--- src/rtl/ps2_key_event_decoder.sv ---
// PS/2 Set 2 byte stream -> registered key press/release events over valid/ready.
// Optional typematic-repeat suppression when KEY_REPEAT_FILTER_EN is defined.
module ps2_key_event_decoder #(
   parameter int unsigned IDX_W        = 6,
   parameter int unsigned EMIT_RELEASE = 0
) (
   input  logic             clk,
   input  logic             rst_n,
   input  logic             code_valid,
   input  logic [7:0]       code,
   output logic             ev_valid,
   input  logic             ev_ready,
   output logic [IDX_W-1:0] ev_index,
   output logic [1:0]       ev_class,
   output logic             ev_upper,
   output logic             ev_release,
   output logic             caps_lock,
   output logic             overflow
);

   localparam int unsigned KEY_W      = 6;
   localparam logic [1:0]  CLS_LETTER = 2'd0;
   localparam logic [1:0]  CLS_DIGIT  = 2'd1;
   localparam logic [1:0]  CLS_CTRL   = 2'd2;
   localparam logic [7:0]  PFX_BRK    = 8'hF0;
   localparam logic [7:0]  PFX_EXT    = 8'hE0;

   typedef enum logic [1:0] {IDLE, BRK, EXT, EXT_BRK} state_t;

   state_t           state_q, state_d;
   logic             seq_done, seq_ext, seq_brk;
   logic             base_hit;
   logic [KEY_W-1:0] base_idx;
   logic [1:0]       base_cls;
   logic             key_hit;
   logic [KEY_W-1:0] key_idx;
   logic [1:0]       key_cls;
   logic             key_upper;
   logic             is_repeat;
   logic             ev_gen;
   logic             lshift, rshift;

   // Non-extended scan code lookup
   always_comb begin
      base_hit = 1'b1;
      base_idx = '0;
      base_cls = CLS_LETTER;
      case (code)
         8'h1C: base_idx = 6'd0;   8'h32: base_idx = 6'd1;   8'h21: base_idx = 6'd2;
         8'h23: base_idx = 6'd3;   8'h24: base_idx = 6'd4;   8'h2B: base_idx = 6'd5;
         8'h34: base_idx = 6'd6;   8'h33: base_idx = 6'd7;   8'h43: base_idx = 6'd8;
         8'h3B: base_idx = 6'd9;   8'h42: base_idx = 6'd10;  8'h4B: base_idx = 6'd11;
         8'h3A: base_idx = 6'd12;  8'h31: base_idx = 6'd13;  8'h44: base_idx = 6'd14;
         8'h4D: base_idx = 6'd15;  8'h15: base_idx = 6'd16;  8'h2D: base_idx = 6'd17;
         8'h1B: base_idx = 6'd18;  8'h2C: base_idx = 6'd19;  8'h3C: base_idx = 6'd20;
         8'h2A: base_idx = 6'd21;  8'h1D: base_idx = 6'd22;  8'h22: base_idx = 6'd23;
         8'h35: base_idx = 6'd24;  8'h1A: base_idx = 6'd25;
         8'h45: begin base_idx = 6'd26; base_cls = CLS_DIGIT; end
         8'h16: begin base_idx = 6'd27; base_cls = CLS_DIGIT; end
         8'h1E: begin base_idx = 6'd28; base_cls = CLS_DIGIT; end
         8'h26: begin base_idx = 6'd29; base_cls = CLS_DIGIT; end
         8'h25: begin base_idx = 6'd30; base_cls = CLS_DIGIT; end
         8'h2E: begin base_idx = 6'd31; base_cls = CLS_DIGIT; end
         8'h36: begin base_idx = 6'd32; base_cls = CLS_DIGIT; end
         8'h3D: begin base_idx = 6'd33; base_cls = CLS_DIGIT; end
         8'h3E: begin base_idx = 6'd34; base_cls = CLS_DIGIT; end
         8'h46: begin base_idx = 6'd35; base_cls = CLS_DIGIT; end
         8'h29: begin base_idx = 6'd36; base_cls = CLS_CTRL;  end
         8'h5A: begin base_idx = 6'd37; base_cls = CLS_CTRL;  end
         8'h66: begin base_idx = 6'd38; base_cls = CLS_CTRL;  end
         default: base_hit = 1'b0;
      endcase
   end

   always_ff @(posedge clk or negedge rst_n) begin
      if (!rst_n) state_q <= IDLE;
      else        state_q <= state_d;
   end

   // Prefix tracking; a prefix byte arriving mid-sequence ends the sequence unmapped
   always_comb begin
      state_d  = state_q;
      seq_done = 1'b0;
      seq_ext  = 1'b0;
      seq_brk  = 1'b0;
      if (code_valid) begin
         unique case (state_q)
            IDLE: begin
               if (code == PFX_BRK)      state_d = BRK;
               else if (code == PFX_EXT) state_d = EXT;
               else                      seq_done = 1'b1;
            end
            EXT: begin
               if (code == PFX_BRK) state_d = EXT_BRK;
               else begin
                  seq_done = 1'b1;
                  seq_ext  = 1'b1;
                  state_d  = IDLE;
               end
            end
            BRK: begin
               seq_done = 1'b1;
               seq_brk  = 1'b1;
               state_d  = IDLE;
            end
            EXT_BRK: begin
               seq_done = 1'b1;
               seq_ext  = 1'b1;
               seq_brk  = 1'b1;
               state_d  = IDLE;
            end
         endcase
      end
   end

   always_comb begin
      key_hit   = seq_done && (seq_ext ? (code == 8'h5A) : base_hit);
      key_idx   = seq_ext ? 6'd37 : base_idx;
      key_cls   = seq_ext ? CLS_CTRL : base_cls;
      key_upper = (key_cls == CLS_LETTER) ? ((lshift | rshift) ^ caps_lock) : 1'b0;
      ev_gen    = key_hit && (seq_brk ? (EMIT_RELEASE != 0) : !is_repeat);
   end

`ifdef KEY_REPEAT_FILTER_EN
   logic             held_valid;
   logic [KEY_W-1:0] held_idx;

   assign is_repeat = held_valid && (held_idx == key_idx);

   // Last pressed key; cleared by its own break
   always_ff @(posedge clk or negedge rst_n) begin
      if (!rst_n) begin
         held_valid <= 1'b0;
         held_idx   <= '0;
      end else if (key_hit && !seq_brk) begin
         held_valid <= 1'b1;
         held_idx   <= key_idx;
      end else if (key_hit && seq_brk && is_repeat) begin
         held_valid <= 1'b0;
      end
   end
`else
   assign is_repeat = 1'b0;
`endif

   // Modifier state; extended codes (fake shift) never touch it
   always_ff @(posedge clk or negedge rst_n) begin
      if (!rst_n) begin
         lshift    <= 1'b0;
         rshift    <= 1'b0;
         caps_lock <= 1'b0;
      end else if (seq_done && !seq_ext) begin
         if (code == 8'h12) lshift <= !seq_brk;
         if (code == 8'h59) rshift <= !seq_brk;
         if (code == 8'h58 && !seq_brk) caps_lock <= !caps_lock;
      end
   end

   // Event holding register; new events are dropped only when full and not draining
   always_ff @(posedge clk or negedge rst_n) begin
      if (!rst_n) begin
         ev_valid   <= 1'b0;
         ev_index   <= '0;
         ev_class   <= '0;
         ev_upper   <= 1'b0;
         ev_release <= 1'b0;
         overflow   <= 1'b0;
      end else if (ev_gen && (!ev_valid || ev_ready)) begin
         ev_valid   <= 1'b1;
         ev_index   <= IDX_W'(key_idx);
         ev_class   <= key_cls;
         ev_upper   <= key_upper;
         ev_release <= seq_brk;
      end else begin
         if (ev_gen)   overflow <= 1'b1;
         if (ev_ready) ev_valid <= 1'b0;
      end
   end

endmodule

--- config.mk ---
export PLATFORM = sky130hd
export DESIGN_NAME = ps2_key_event_decoder
export DESIGN_NICKNAME = d
export VERILOG_FILES = /design/src/rtl/ps2_key_event_decoder.sv
export SDC_FILE = /design/constraint.sdc
export NUM_CORES = 1
export LEC_CHECK = 0
export CORE_ASPECT_RATIO = 0.6
export CORE_MARGIN = 2
export CORE_UTILIZATION = 62
export CTS_BUF_LIST = sky130_fd_sc_hd__clkbuf_8
export CTS_CLUSTER_SIZE = 30
export DETAILED_ROUTE_END_ITERATION = 6
export MAX_ROUTING_LAYER = met4
export PLACE_DENSITY_LB_ADDON = 0.25
export SKIP_CTS_REPAIR_TIMING = 1
export SYNTH_ARGS = -nofsm -noshare
export SYNTH_HDL_FRONTEND = slang
export SYNTH_SLANG_ARGS = --single-unit
--- constraint.sdc ---
create_clock -name clk -period 4 [get_ports clk]
set_input_delay 0.8 -clock clk [delete_from_list [all_inputs] [get_ports clk]]
set_output_delay 0.8 -clock clk [all_outputs]
set_load 0.01 [all_outputs]
==> run metrics <==
max reg flops 6; multi-input logic area 0.00134 mm²; register area share after synthesis 0.224; root buf cell clkbuf_8; Num CTS Buffers 3; H-Tree Depth 1; Final setup violation count 0; CP endpoint kind flip-flop; Final Slew Violations 0; post-synthesis adder-cell area fraction 0; Data required, critical path roughly 4.1 ns; Placed Instance Area roughly 0.0021 mm²; CP Launch Type input port; Post-synth top cells 24 x nand2_1, 17 x dfrtp_1, 14 x nor2b_1; Post-synth EDFFs 0; XOR/XNOR share of the synthesized area 0.0368; fillers roughly 200; Synth Net Count approximately 240; io pins 25; 1st-iter DRT viols ~300; Top reg by flops ev_index; part of the cycle the worst path needs 0.804; internal power roughly 360 µW; First-pass DRT Iterations 6; GRT Total Usage 0.347; Inserted Diodes 0; Die Width 75.5 µm; synthesized cell area between 0.0015 and 0.002 mm²; synthesis-to-finish area growth 15.1%; Setup WS post-layout about 0.78 ns; Sequential Area between 400 and 500 µm²; sequential share of power 0.384; Clock Path Buffers 2; Core Area roughly 0.0029 mm²; RSZ-0062 raised after global routing false; outcome finished, final reports clean; WL/cell 19.2 µm; Syn Area/Cell about 8.4 µm²; Clock Latency Late Sink about 0.25 ns; Synth top area share 0.224; Hold Crit Class flip-flop to flip-flop; Layout Nets around 260; Netlist cell types between 70 and 80; Sw Share 0.341; grt ovf 0; async set-reset flop share out of synthesis 1.00; pre-CTS setup slack a little under 0.6 ns; Vias/cell 6.98; Min Clock Period, post-route about 3.2 ns; Clock Power Share 0.231; layout cells sized above 1 0.131; WP data arrival approximately 3.4 ns; Synth Flop Type dfrtp_1; Routed Antenna Nets 0; Worst-Margin Slew between 0.7 and 0.8 ns; height of the die 46.9 µm; CTS tree built; fmax 311 MHz; die area 0.00354 mm²; Hold WS between 0.4 and 0.5 ns; IO Port Bufs 24; routed via count 1997; number of global-route vias before repair roughly 1800; overall power approximately 540 µW; Ys Warns 0; CP Class input port to flip-flop; share of power burned in combinational logic 0.384; Reg clk slew, reported paths roughly 0.06 ns; setup total negative slack 0 ns; synthesis-stage register bit count 17; post-DP HPWL about 4200 µm; cell taking the most area after synthesis dfrtp_1; Initial Util 0.658; Detailed Route WL 5480 µm; Placer Congestion 1.11; simple-gate area share of the yosys netlist 0.378; PwrDens about 250 mW/mm²; CP max FO 20; Max-Cap Viols 0; main combinational cell family by area after synthesis simple AND/OR/NAND/NOR gates; Synth area leaders dfrtp_1 22%, nand2_1 4.7%, nor2b_1 4.6%, buf_2 3.2%, nand4_1 3.0%; CTS sink cnt 17; largest net degree at the start of global routing 21; Final Skew roughly 0.0073 ns; synthesized instance count about 230; # DRC 0; Final Hold Viols 0; Synth Area in Compound Gates 0.268; Sw Pwr between 150 and 200 µW; most numerous cell in the Yosys netlist nand2_1; Site Rows 15; first-pass GRT wire length between 8000 and 9000 µm; antenna violations before repair 0; post-route cell area approximately 0.0022 mm²; biggest registers after layout ev_index: 6 flops, ev_class: 2 flops, state_q: 2 flops; mux share of post-synthesis cell area 0.0224; Slew headroom 0.501; Peak supply drop approximately 0.22 mV; P_leak 0.838 nW
power groups by stage:
| stage | Sequential [mW] | Clock [mW] | Combinational, mW |
|---|---|---|---|
| after floorplan | 0.218 | 0 | 0.117 |
| after global placement | 0.209 | 0 | 0.199 |
| after detailed placement | 0.212 | 0 | 0.204 |
| after CTS | 0.208 | 0.127 | 0.205 |
| after global routing | 0.211 | 0.136 | 0.225 |
| final | 0.209 | 0.126 | 0.208 |
cells by family after synthesis:
family,after synthesis
XOR/XNOR,8
buffers and inverters,26
flip-flops,17
multiplexers,4
AND/OR/NAND/NOR,109
AO/OA/AOI/OAI,63
critical path: stages:
cell and delay (ns):
clkdlybuf4s50_1 0.91, or4b_4 0.59, nor3_2 0.23, a2bb2oi_1 0.18, and4_1 0.25, and3_1 0.21, a21o_1 0.18
layout by cell type (no fill, tap or decap), drive strengths merged, types with 4 or more instances in the layout:
| cell type | count |
|---|---|
| o211ai | 6 |
| buf | 8 |
| and3 | 4 |
| nand3 | 11 |
| dfrtp | 17 |
| xnor2 | 4 |
| inv | 8 |
| nand4 | 9 |
| nand2 | 24 |
| nor2 | 11 |
| nand2b | 6 |
| nor4b | 7 |
| xor2 | 4 |
| nor2b | 15 |
| clkdlybuf4s50 | 24 |
| a21oi | 7 |
| o21ai | 10 |
| a31oi | 4 |
| a22oi | 6 |
cell type report:
type,count,share of cell area
sequential,17,0.194
clock buffer,3,0.0188
clock inverter,1,0.00171
timing repair buffer,32,0.137
inverter,7,0.0120
multi-input combinational,184,0.612
tap,42,0.0240
stage by stage:
step           std cells   util
2_1_floorplan        227      -
3_3_place_gp         282  0.742
3_5_place_dp         282  0.742
4_1_cts              286  0.758
5_1_grt              286  0.758
6_report             286  0.758
path summary, 6_finish.rpt:
| path | from | endpoint | slack, ns | cells after the start |
|---|---|---|---|---|
| max | code[5] | ev_class[1] | 0.78 | 7 |
| min | overflow | overflow | 0.47 | 1 |
| max reg2reg | state_q[0] | overflow | 1.97 | 6 |
| min reg2reg | overflow | overflow | 0.47 | 1 |
| max in group asynchronous | rst_n | ev_valid | 2.54 | 1 |
| min in group asynchronous | rst_n | ev_index[3] | 0.98 | 1 |
per-layer routing:
layer	part of all wire	global-route usage	wire length, µm
met3	0.12	0.112	667
met5	0	-	0
met1	0.43	0.475	2350
met2	0.44	0.520	2390
met4	0.014	0.0351	75
Power figures use the tool's default switching activity.
